<file path="src/rtl/gpio_bank.sv">
// Parametrised N-channel GPIO bank: DOUT/DIR/DIN/ISTAT per channel.
// Define GPIO_BANK_IRQ_EN to build rising-edge interrupt status and irq.
module gpio_bank #(
   parameter int WIDTH       = 32,
   parameter int N           = 4,
   parameter int SYNC_STAGES = 2,
   localparam int AW         = $clog2(N) + 2
) (
   input  logic               clk,
   input  logic               rstn,
   input  logic               sel,
   input  logic               wen,
   input  logic               ren,
   input  logic [AW-1:0]      addr,
   input  logic [WIDTH-1:0]   wdata,
   output logic [WIDTH-1:0]   rdata,
   output logic               rvalid,
   input  logic [N*WIDTH-1:0] gpio_i,
   output logic [N*WIDTH-1:0] gpio_o,
   output logic [N*WIDTH-1:0] gpio_oe,
   output logic               irq
);

   localparam int NW = N * WIDTH;

   logic                          wr;
   logic                          rd;
   logic [AW-1:0]                 ch_idx;
   logic [1:0]                    reg_sel;
   logic [SYNC_STAGES-1:0][NW-1:0] sync_q;
   logic [SYNC_STAGES-1:0][NW-1:0] sync_d;
   logic [NW-1:0]                 din;
   logic [WIDTH-1:0][N-1:0]       rd_t;
   logic [WIDTH-1:0]              rd_mux;
   logic [WIDTH-1:0]              rdata_q;
   logic [WIDTH-1:0]              rdata_d;
   logic                          rvalid_q;
   logic                          rvalid_d;

   assign wr      = sel & wen;
   assign rd      = sel & ren;
   assign ch_idx  = addr >> 2;
   assign reg_sel = addr[1:0];

   always_comb begin
      sync_d = {sync_q[SYNC_STAGES-2:0], gpio_i};
   end

   assign din = sync_q[SYNC_STAGES-1];

`ifdef GPIO_BANK_IRQ_EN
   logic [N-1:0] ch_irq;
   logic         irq_q;
   logic         irq_d;
`endif

   for (genvar c = 0; c < N; c++) begin : g_ch
      logic             hit;
      logic [WIDTH-1:0] dout_q;
      logic [WIDTH-1:0] dout_d;
      logic [WIDTH-1:0] dir_q;
      logic [WIDTH-1:0] dir_d;
      logic [WIDTH-1:0] din_c;
      logic [WIDTH-1:0] istat_v;
      logic [WIDTH-1:0] rval;

      // out-of-range channels never match, so their accesses fall through
      assign hit   = (ch_idx == AW'(c));
      assign din_c = din[c*WIDTH +: WIDTH];

      always_comb begin
         dout_d = dout_q;
         dir_d  = dir_q;
         if (wr && hit && reg_sel == 2'd0) dout_d = wdata;
         if (wr && hit && reg_sel == 2'd1) dir_d = wdata;
      end

      always_ff @(posedge clk or negedge rstn) begin
         if (!rstn) begin
            dout_q <= '0;
            dir_q  <= '0;
         end else begin
            dout_q <= dout_d;
            dir_q  <= dir_d;
         end
      end

`ifdef GPIO_BANK_IRQ_EN
      logic [WIDTH-1:0] prev_q;
      logic [WIDTH-1:0] prev_d;
      logic [WIDTH-1:0] istat_q;
      logic [WIDTH-1:0] istat_d;
      logic [WIDTH-1:0] clr;

      // a rise in the same cycle as a clear keeps the bit set
      always_comb begin
         prev_d  = din_c;
         clr     = (wr && hit && reg_sel == 2'd3) ? wdata : '0;
         istat_d = (istat_q & ~clr) | (din_c & ~prev_q & ~dir_q);
      end

      always_ff @(posedge clk or negedge rstn) begin
         if (!rstn) begin
            prev_q  <= '0;
            istat_q <= '0;
         end else begin
            prev_q  <= prev_d;
            istat_q <= istat_d;
         end
      end

      assign istat_v   = istat_q;
      assign ch_irq[c] = |istat_q;
`else
      assign istat_v = '0;
`endif

      always_comb begin
         unique case (reg_sel)
            2'd0:    rval = dout_q;
            2'd1:    rval = dir_q;
            2'd2:    rval = din_c;
            default: rval = istat_v;
         endcase
      end

      for (genvar b = 0; b < WIDTH; b++) begin : g_bit
         assign rd_t[b][c] = hit & rval[b];
      end

      assign gpio_o[c*WIDTH +: WIDTH]  = dout_q;
      assign gpio_oe[c*WIDTH +: WIDTH] = dir_q;
   end

   for (genvar b = 0; b < WIDTH; b++) begin : g_or
      assign rd_mux[b] = |rd_t[b];
   end

   always_comb begin
      rvalid_d = rd;
      rdata_d  = rd ? rd_mux : rdata_q;
   end

   always_ff @(posedge clk or negedge rstn) begin
      if (!rstn) begin
         sync_q   <= '0;
         rdata_q  <= '0;
         rvalid_q <= 1'b0;
      end else begin
         sync_q   <= sync_d;
         rdata_q  <= rdata_d;
         rvalid_q <= rvalid_d;
      end
   end

`ifdef GPIO_BANK_IRQ_EN
   assign irq_d = |ch_irq;

   always_ff @(posedge clk or negedge rstn) begin
      if (!rstn) irq_q <= 1'b0;
      else       irq_q <= irq_d;
   end

   assign irq = irq_q;
`else
   assign irq = 1'b0;
`endif

   assign rdata  = rdata_q;
   assign rvalid = rvalid_q;

endmodule

</file>
<file path="config.mk">
export PLATFORM = sky130hd
export DESIGN_NAME = gpio_bank
export DESIGN_NICKNAME = d
export VERILOG_FILES = /design/src/rtl/gpio_bank.sv
export SDC_FILE = /design/constraint.sdc
export NUM_CORES = 1
export LEC_CHECK = 0
export CAP_MARGIN = 20
export CORE_ASPECT_RATIO = 1.2
export CORE_MARGIN = 4
export CORE_UTILIZATION = 50
export DETAILED_ROUTE_END_ITERATION = 10
export GPL_TIMING_DRIVEN = 0
export PLACE_DENSITY_LB_ADDON = 0.15
export SKIP_LAST_GASP = 1
export SLEW_MARGIN = 40
export SYNTH_ARGS = -nofsm -noshare
export SYNTH_HDL_FRONTEND = slang
export SYNTH_SLANG_ARGS = --single-unit
</file>
<file path="constraint.sdc">
create_clock -name clk -period 1.1 [get_ports clk]
set_input_delay 0.22 -clock clk [delete_from_list [all_inputs] [get_ports clk]]
set_output_delay 0.22 -clock clk [all_outputs]
set_load 0.02 [all_outputs]
</file>
After elaboration in Yosys (flattened, before gate mapping):

Cells that the tools add are included.

* reductions and logical operators: 46
* equality and inequality tests: 5
* mux-type cells: 4
* bitwise operators: 130

Operator list (number)
* 32-bit one-hot mux with 3 select lines: 4
* 1-bit bitwise AND: 130
* 4-bit OR reduction: 32
* 1-bit logical AND: 12
* 2-bit == test, second input constant: 3
* 2-bit by 1-bit == test with 1-bit output, second input constant: 2
* 4-bit logical NOT: 1
* 2-bit logical NOT: 1

* bits of input ports: 169
* output and inout bits: 290
* bits in registers: 545

Depth between registers and ports, before layout:

Gate-level depths: netlist (run 1).

* depth in word-level cells: 4
* mapped depth: 7
* gate-level depth less buffers: 4

Worst setup path before layout (run 1):

Ideal clock, no wire load.

* path type: input-to-reg
* start: in addr[1]
* end: reg g_ch[0].dir_q[10]
* data arrival time: 1.415 ns
* cell stages on the path: 6
* path slack: -0.440 ns
* library setup time: 0.125 ns
* data required time: 0.975 ns
* cells stage by stage: buf_6 nand4b_4 or3_1 buf_2 buf_6 mux2_4

* word-level cells in the longest chain between the ends: 2

Ends and longest elaborated chain
* start, declared: RTL line 14 `input logic [AW-1:0] addr,`
* 2-bit by 1-bit == test with 1-bit output: RTL line 75 `if (wr && hit && reg_sel == 2'd1) dir_d = wdata;`
* 1-bit logical AND: RTL line 75
* end signal, assigned: RTL line 84 `dir_q <= dir_d;`
* end, declared: RTL line 61 `logic [WIDTH-1:0] dir_q;`

Every way passes these cells.
A chain may end at the register's enable or synchronous reset.

Worst setup path after layout (run 1):

* start: reg g_ch[1].dir_q[18]
* end: out gpio_oe[50]

RTL lines
* start, declared: RTL line 61
* start signal, assigned: RTL line 84
* end, declared: RTL line 20 `output logic [N*WIDTH-1:0] gpio_oe,`

No word-level cell between the ends.

==> impl_metrics.yaml, run 1 <==
outcome:
  outcome: "complete, but fails checks"
  violations: "negative hold slack, negative setup slack"
clock_tree:
  tritoncts: "done"
  root_buffer: "clkbuf_16"
  cts_buffer_depth: 3
  worstSkewPairLatency_ns: 0.59
  clkSlewWorstSetupHoldPaths_ns: 0.06
  cts_max_level: 2
  cts-buffers-inserted: 53
  numClockSinks: 545
logic_synthesis:
  synth_area_per_cell_um2: 13.78
  synth.distinct_cells: 29
  ys_ff_latch: 545
  synth_nets: 1668
  yosysWarningCount: 0
  syn_area_um2: 20660
  synth_seq_area_share_pct: 66.02
  syn_inst: 1499
power:
  powerDensity_nw_per_um2: 1938
  ir_drop_mv: 1.920
  power.leakage_nw: 15.03
sta:
  fmax_mhz: 713.1
  relSlewSlack_pct: 51.17
  fin_crit_sh_pct: 127.5
  setup_viol: 321
  holdWs_ns: -0.4907
  tightest_slew_ns: 0.7324
  rsz0062_at_grt: "yes"
  fin_crit_ns: 1.402
  skew_ns: 0.01285
  maxSlewViolCount: 0
  timing.final.ws_setup_ns: -0.3023
  hold_viol: 328
setup_path:
  start_kind: "register"
  r2r_cells: 5
  critPathTopFamily: "flip-flops"
  cp.required_ns: 0.88
  endpoint_kind: "output pin"
  path_buf_inv: 1
  r2r_start: "g_ch[1].dout_q[4]"
  slowest_stage: "dfrtp_2"
  worstSetupPathType: "reg -> out"
  crit_chain: "buf_6"
  path_max_fanout: 2
  arrival_ns: 1.18
  rr_endpoint: "rdata[4]"
  r2r_slack_ns: -0.16
  slowest_delay_ns: 0.45
cells_and_area:
  design_area_um2: 31040
  fill_cells: 2557
  final_nets: 2434
  fin_cells: 2856
  final_common_cell: "dfrtp_1"
  drive_gt1_share_pct: 42.31
  area_growth_pct: 50.26
  mostFrequentLayoutCells: "dfrtp_1 (542), buf_6 (365), buf_4 (205)"
place:
  dpl.cell_count: 2498
  dpl.hpwl_um: 47720
  gp_routability_congestion: 0.8665
  placed_area_um2: 26220
  portBuffers: 453
global_routing:
  grt_max_degree: 81
  grt_pass1_wl_um: 104700
  antenna_found_initial: 14
  grt_pass1_vias: 16940
  grt_use_total_pct: 31.18
  gr-total-overflow: 0
floorplanning:
  die_area_um2: 44640
  die_x_um: 193.5
  core-area_um2: 40840
  io_pins: 459
  die_y_um: 230.7
  initial_core_util_pct: 50.57
  rows: 81
drt:
  ant_nets: 0
  drc: 0
  drtIter0Drc: 995
  vias_per_cell: 5.566
  drt_wl_total_um: 72970
  vias: 15900
  first_pass_iters: 5
  post_drt_wl_per_cell_um: 25.55
hold_path:
  hp-class: "in -> async"
flow_run:
  drv_cap: 0
==> synthesized netlist by cell type <==
library cell | number | area [µm²]
conb_1 | 1 | 3.750
o21ai_0 | 64 | 320.3
mux2_1 | 2 | 22.52
nor3_2 | 1 | 10.01
nand2_1 | 100 | 375.4
clkbuf_1 | 52 | 195.2
buf_4 | 2 | 15.01
mux2_2 | 160 | 1802
mux2_4 | 30 | 450.4
nand3_1 | 33 | 165.2
nor2b_1 | 1 | 6.260
nand4b_4 | 1 | 23.77
o211ai_1 | 64 | 480.5
a21o_1 | 64 | 480.5
a211oi_2 | 1 | 12.51
nand3b_1 | 2 | 15.01
buf_2 | 36 | 180.2
mux2i_1 | 128 | 1281
nand2b_1 | 1 | 6.260
buf_1 | 7 | 26.28
a21oi_1 | 1 | 5.000
nor4_2 | 1 | 12.51
or3_1 | 1 | 6.260
o221ai_1 | 64 | 560.5
nor2_1 | 66 | 247.7
inv_1 | 65 | 244.0
buf_6 | 4 | 45.04
nor3b_2 | 2 | 25.02
dfrtp_1 | 545 | 13640
==> through the flow <==
step	total power, mW	util [%]	setup slack [ns]	hold WS [ns]	TNS [ns]
floorplan	30.27	-	-0.4357	-0.07559	-81.96
global placement	37.29	63.70	-23.64	0.3320	-
detailed placement	37.75	64.19	-1.776	0.1824	-442.26
CTS	59.09	73.90	-0.3222	-0.4282	-78.33
global route	62.26	75.98	-0.3334	-0.4649	-84.74
finish	60.14	75.99	-0.3023	-0.4907	-74.10
==> logic make-up (layout without fill, tap and decap cells) <==
family	count (synthesis)	count (layout)	synth area share, %
compound gates	258	258	9.001
flops	545	545	66.02
simple gates	209	209	4.325
mux	320	320	17.21
other cells	1	9	0.01815
buf+inv	166	976	3.416
==> how the worst max path moves through the flow <==
stage | from | endpoint | slack (ns) | cells past startpoint
floorplan | addr[1] | g_ch[0].dir_q[10] | -0.44 | 6
global placement | rstn | sync_d[145] | -23.64 | 1
detailed placement | sel | rdata[8] | -1.78 | 6
CTS | g_ch[1].dir_q[18] | gpio_oe[50] | -0.32 | 1
global route | g_ch[1].dir_q[22] | gpio_oe[54] | -0.33 | 1
finish | g_ch[1].dir_q[18] | gpio_oe[50] | -0.30 | 1
==> cell type report <==
cell class                 instances  area [µm²]  area share, %
timing repair buffer             711        7227          23.28
inverter                          65       244.0         0.7861
buffer                           101       818.3          2.636
clock inverter                    24       265.3         0.8546
clock buffer                      75        1539          4.958
tap                              539       674.4          2.173
antenna                            8       20.02        0.06450
multi-input combinational        788        6608          21.29
sequential                       545       13640          43.95
==> registers in the layout, summed over array words and instances (netlist names) <==
register,count
din,128
g_ch.dir_q,128
g_ch.dout_q,128
rdata,32
rvalid,1
sync_d,128
==> what timing repair did <==
action / in CTS / in global routing
gates resized for setup: 1896 / 115
gates cloned: 1 / 1
hold endpoints to repair: 99 / 281
setup buffers: 203 / 68
setup endpoints to repair: 578 / 533
pin swaps: 24 / 137
==> layer usage <==
| layer | global-route usage, % | wire, µm | vias up |
|---|---|---|---|
| met5 | 0 | 88 | - |
| met4 | 15.91 | 4039 | 12 |
| met3 | 8.612 | 5839 | 219 |
| met2 | 52.44 | 36010 | 741 |
| met1 | 37.00 | 26990 | 8116 |
| li1 | - | - | 6809 |
==> report_power, final <==
| part | switching [mW] | total [mW] | leakage, nW | internal [mW] |
|---|---|---|---|---|
| combinational | 7.87 | 16.9 | 7.55 | 8.98 |
| clock | 7.82 | 18.6 | 0.890 | 10.7 |
| sequential | 2.08 | 24.7 | 6.59 | 22.6 |
| total | 17.8 | 60.1 | 15.0 | 42.4 |
(Power assumes the default switching activity.)
==> inputs of run 2 (changes only) <==
--- a/config.mk
+++ b/config.mk
@@ -8,7 +8,7 @@
 export CAP_MARGIN = 20
 export CORE_ASPECT_RATIO = 1.2
 export CORE_MARGIN = 4
-export CORE_UTILIZATION = 50
+export CORE_UTILIZATION = 46
 export DETAILED_ROUTE_END_ITERATION = 10
 export GPL_TIMING_DRIVEN = 0
 export PLACE_DENSITY_LB_ADDON = 0.15
==> constraint.sdc (replaced) <==
create_clock -name clk -period 1.2 [get_ports clk]
set_input_delay 0.24 -clock clk [delete_from_list [all_inputs] [get_ports clk]]
set_output_delay 0.24 -clock clk [all_outputs]
set_load 0.02 [all_outputs]
==> impl_metrics.yaml, run 2 (same netlist as run 1, synthesis figures left out) <==
global_routing:
  antenna_found_initial: 10
  grt_use_total_pct: 29.04
  gr-total-overflow: 0
  grt_max_degree: 78
  grt_pass1_vias: 16200
  grt_pass1_wl_um: 104300
place:
  gp_routability_congestion: 0.8625
  placed_area_um2: 26270
  dpl.hpwl_um: 49320
  dpl.cell_count: 2519
  portBuffers: 453
setup_path:
  endpoint_kind: "output pin"
  worstSetupPathType: "reg -> out"
  r2r_start: "g_ch[3].dout_q[11]"
  r2r_slack_ns: -0.05
  cp.required_ns: 0.96
  rr_endpoint: "rdata[11]"
  r2r_cells: 5
  crit_chain: "buf_6"
  crit_cells: 1
  critPathTopFamily: "flip-flops"
  path_max_fanout: 3
  start_kind: "register"
  path_buf_inv: 1
  slowest_stage: "dfrtp_1"
  slowest_delay_ns: 0.44
  arrival_ns: 1.22
sta:
  rsz0062_at_grt: "yes"
  maxSlewViolCount: 0
  finalSetupTns_ns: -54.03
  timing.final.ws_setup_ns: -0.2563
  fmax_mhz: 686.7
  relSlewSlack_pct: 56.72
  setup_viol: 296
  fin_crit_sh_pct: 121.4
  tightest_slew_ns: 0.6491
  skew_ns: 0.01927
  holdWs_ns: -0.1220
  fin_crit_ns: 1.456
  hold_viol: 140
cells_and_area:
  fin_cells: 2866
  mostFrequentLayoutCells: "dfrtp_1 (544), buf_6 (347), buf_4 (212)"
  drive_gt1_share_pct: 43.07
  regArea_um2: 13640
  design_area_um2: 31230
  post-route-util_pct: 70.74
  multi_input_area_um2: 6735
  final_nets: 2429
  fill_cells: 3062
  area_growth_pct: 51.17
  final_common_cell: "dfrtp_1"
drt:
  drc: 0
  vias_per_cell: 5.472
  drtIter0Drc: 995
  ant_nets: 0
  first_pass_iters: 5
  vias: 15680
  drt_wl_total_um: 73450
  post_drt_wl_per_cell_um: 25.63
clock_tree:
  cts-buffers-inserted: 55
  worstSkewPairLatency_ns: 0.61
  root_buffer: "clkbuf_16"
  ctsHoldBuffers: 5
  cts_max_level: 2
  cts_buffer_depth: 3
  numClockSinks: 545
  tritoncts: "done"
  clkSlewWorstSetupHoldPaths_ns: 0.07
power:
  ir_drop_mv: 1.174
  powerDensity_nw_per_um2: 1789
  power.leakage_nw: 15.03
floorplanning:
  rows: 84
  die_x_um: 201.4
  io_pins: 459
  die_area_um2: 48370
  initial_core_util_pct: 46.79
  die_y_um: 240.1
  core-area_um2: 44140
outcome:
  outcome: "complete, but fails checks"
  violations: "negative hold slack, negative setup slack"
flow_run:
  drv_cap: 0
hold_path:
  hp-class: "in -> async"
==> run 2: changes by cell type in the layout (fill, tap and decap cells not counted), moves of 3 or more <==
cell | previous run | this run
clkbuf_16 | 55 | 58
buf_4 | 205 | 212
o221ai_2 | 8 | 13
clkbuf_2 | 27 | 33
clkbuf_4 | 16 | 4
buf_6 | 365 | 347
mux2i_1 | 101 | 87
mux2i_4 | 9 | 14
mux2i_2 | 18 | 27
buf_12 | 3 | 8
o221ai_1 | 56 | 51
==> run 2: routing by layer <==
layer  track usage [%]  wire [µm]
met2             48.46      35850
met4             13.68       3636
met3             6.934       5297
met1             36.13      28590
met5                 0         67
==> run 2: stage by stage <==
stage	total power [mW]	worst slack, ns	hold WS, ns
2_1_floorplan	27.75	-0.3557	-0.05559
3_3_place_gp	34.30	-23.68	0.3316
3_5_place_dp	34.68	-1.683	0.1167
4_1_cts	54.85	-0.2718	-0.1353
5_1_grt	57.78	-0.2676	-0.08867
6_report	55.85	-0.2563	-0.1220
==> run 2: cell type report <==
cell class | instances | share of cell area (%)
Sequential cell | 545 | 43.68
Timing Repair Buffer | 705 | 23.15
Multi-Input combinational cell | 788 | 21.57
Clock buffer | 76 | 5.077
Buffer | 100 | 2.548
Tap cell | 559 | 2.240
Clock inverter | 22 | 0.9096
Inverter | 65 | 0.7813
Antenna cell | 6 | 0.04808
==> run 2: how the worst max path moves through the flow <==
stage                                    to               from
after detailed placement          rdata[21]                sel
after global placement          sync_d[207]               rstn
after CTS                        gpio_o[64]  g_ch[2].dout_q[0]
after global routing             gpio_o[64]  g_ch[2].dout_q[0]
after floorplan           g_ch[0].dir_q[10]            addr[1]
final                            gpio_o[64]  g_ch[2].dout_q[0]
==> run 2: worst reg2reg max path: cells and delay by family, from the launching register on <==
family / cells / cell delay (ns)
AO/OA/AOI/OAI: 2 / 0.30
buffers and inverters: 1 / 0.15
flip-flops: 1 / 0.39
multiplexers: 1 / 0.18
AND/OR/NAND/NOR: 1 / 0.09
==> run 2: report_power, final <==
group	switching [mW]	leakage [nW]	internal (mW)
combinational	7.24	7.52	8.21
clock	7.28	0.924	10.5
sequential	1.87	6.59	20.8
total	16.4	15.0	39.5
==> run 2: what timing repair did <==
action | in CTS | in global routing
resized for setup | 1885 | 148
gates cloned | 0 | 3
setup buffers | 182 | 70
endpoints found under the hold margin | 140 | 140
setup endpoints to repair | 574 | 512
pin swaps | 7 | 131
==> inputs of run 3 (changes only) <==
--- a/config.mk
+++ b/config.mk
@@ -12,6 +12,7 @@
 export DETAILED_ROUTE_END_ITERATION = 10
 export GPL_TIMING_DRIVEN = 0
 export PLACE_DENSITY_LB_ADDON = 0.15
+export REMOVE_ABC_BUFFERS = 1
 export SKIP_LAST_GASP = 1
 export SLEW_MARGIN = 40
 export SYNTH_ARGS = -nofsm -noshare
==> impl_metrics.yaml, run 3 (same netlist as run 1, synthesis figures left out) <==
clock_tree:
  ctsHoldBuffers: 1
  cts-buffers-inserted: 55
  clkSlewWorstSetupHoldPaths_ns: 0.07
  numClockSinks: 545
  root_buffer: "clkbuf_16"
  tritoncts: "done"
  worstSkewPairLatency_ns: 0.60
  cts_buffer_depth: 3
  cts_max_level: 2
global_routing:
  grt_pass1_wl_um: 105500
  gr-total-overflow: 0
  grt_use_total_pct: 29.05
  grt_max_degree: 77
  antenna_found_initial: 9
  grt_pass1_vias: 16280
cells_and_area:
  final_common_cell: "dfrtp_1"
  mostFrequentLayoutCells: "dfrtp_1 (545), buf_6 (350), buf_4 (230)"
  design_area_um2: 31880
  drive_gt1_share_pct: 41.29
  final_nets: 2432
  area_growth_pct: 54.32
power:
  power.leakage_nw: 15.53
  powerDensity_nw_per_um2: 1741
  ir_drop_mv: 1.376
hold_path:
  hp-class: "in -> async"
floorplanning:
  core-area_um2: 44140
  io_pins: 459
  die_x_um: 201.4
  die_y_um: 240.1
  rows: 84
  initial_core_util_pct: 46.79
  die_area_um2: 48370
place:
  gp_routability_congestion: 0.7916
  dpl.hpwl_um: 43050
  placed_area_um2: 26490
  portBuffers: 457
  place_ws_ns: -1.663
sta:
  hold_viol: 104
  timing.final.ws_setup_ns: -0.2344
  fmax_mhz: 697.2
  skew_ns: 0.01515
  maxSlewViolCount: 0
  holdWs_ns: -0.4466
  fin_crit_ns: 1.434
  setup_viol: 344
  rsz0062_at_grt: "yes"
  fin_crit_sh_pct: 119.5
drt:
  post_drt_wl_per_cell_um: 25.38
  drtIter0Drc: 1005
  ant_nets: 0
  vias_per_cell: 5.479
  drt_wl_total_um: 72840
  vias: 15730
  first_pass_iters: 5
  drc: 0
setup_path:
  path_max_fanout: 2
  start_kind: "register"
  slowest_stage: "dfrtp_1"
  worstSetupPathType: "reg -> out"
  cp.required_ns: 0.96
  crit_chain: "buf_6"
  critPathTopFamily: "flip-flops"
  r2r_cells: 5
  crit_cells: 1
  slowest_delay_ns: 0.43
  arrival_ns: 1.19
  endpoint_kind: "output pin"
  path_buf_inv: 1
outcome:
  violations: "negative hold slack, negative setup slack"
  outcome: "complete, but fails checks"
flow_run:
  drv_cap: 0
==> run 3: final timing paths <==
| check | start | end | slack [ns] |
|---|---|---|---|
| max | g_ch[3].dir_q[1] | gpio_oe[97] | -0.23 |
| min | rstn | sync_d[131] | -0.45 |
| max reg2reg | g_ch[2].dout_q[14] | rdata[14] | -0.07 |
| min reg2reg | sync_d[201] | din[73] | 0.34 |
| max in group asynchronous | rstn | g_ch[0].dir_q[30] | 0.48 |
| min in group clk | gpio_i[11] | sync_d[139] | 0.07 |
==> run 3: cell type report <==
type | instances | area (µm²)
antenna | 8 | 20.02
sequential | 545 | 13640
tap | 559 | 699.4
inverter | 65 | 244.0
fill | 2919 | 12270
clock inverter | 15 | 183.9
multi-input combinational | 790 | 6619
timing repair buffer | 806 | 8821
clock buffer | 82 | 1650
==> run 3: repair_timing <==
item	4_1_cts	5_1_grt
cloned	15	1
hold endpoints to repair	81	51
setup endpoints to repair	577	471
gates resized for setup	1851	107
buffers inserted	210	104
pin swaps	9	135
==> run 3: routing by layer <==
layer  vias up  wire (µm)  GRT usage, %
met1      8028      27780         35.49
li1       6812          -             -
met4         2       3492         13.32
met3       190       5372         7.015
met5         -         13             0
met2       694      36180         49.29
==> run 3: power breakdown <==
part           switching (mW)  internal, mW  total [mW]
clock network            7.15          10.3        17.5
logic                    7.10          8.41        15.5
registers                1.76          20.8        22.5
==> run 3: through the flow <==
step | TNS (ns) | instances | power, mW | util (%)
floorplan | -302.43 | 1398 | 27.46 | -
global placement | - | 2414 | 34.20 | 57.70
detailed placement | -406.14 | 2471 | 34.45 | 60.02
CTS | -59.62 | 2791 | 54.75 | 69.90
global route | -65.35 | 2869 | 57.55 | 72.21
finish | -52.32 | 2870 | 55.48 | 72.21
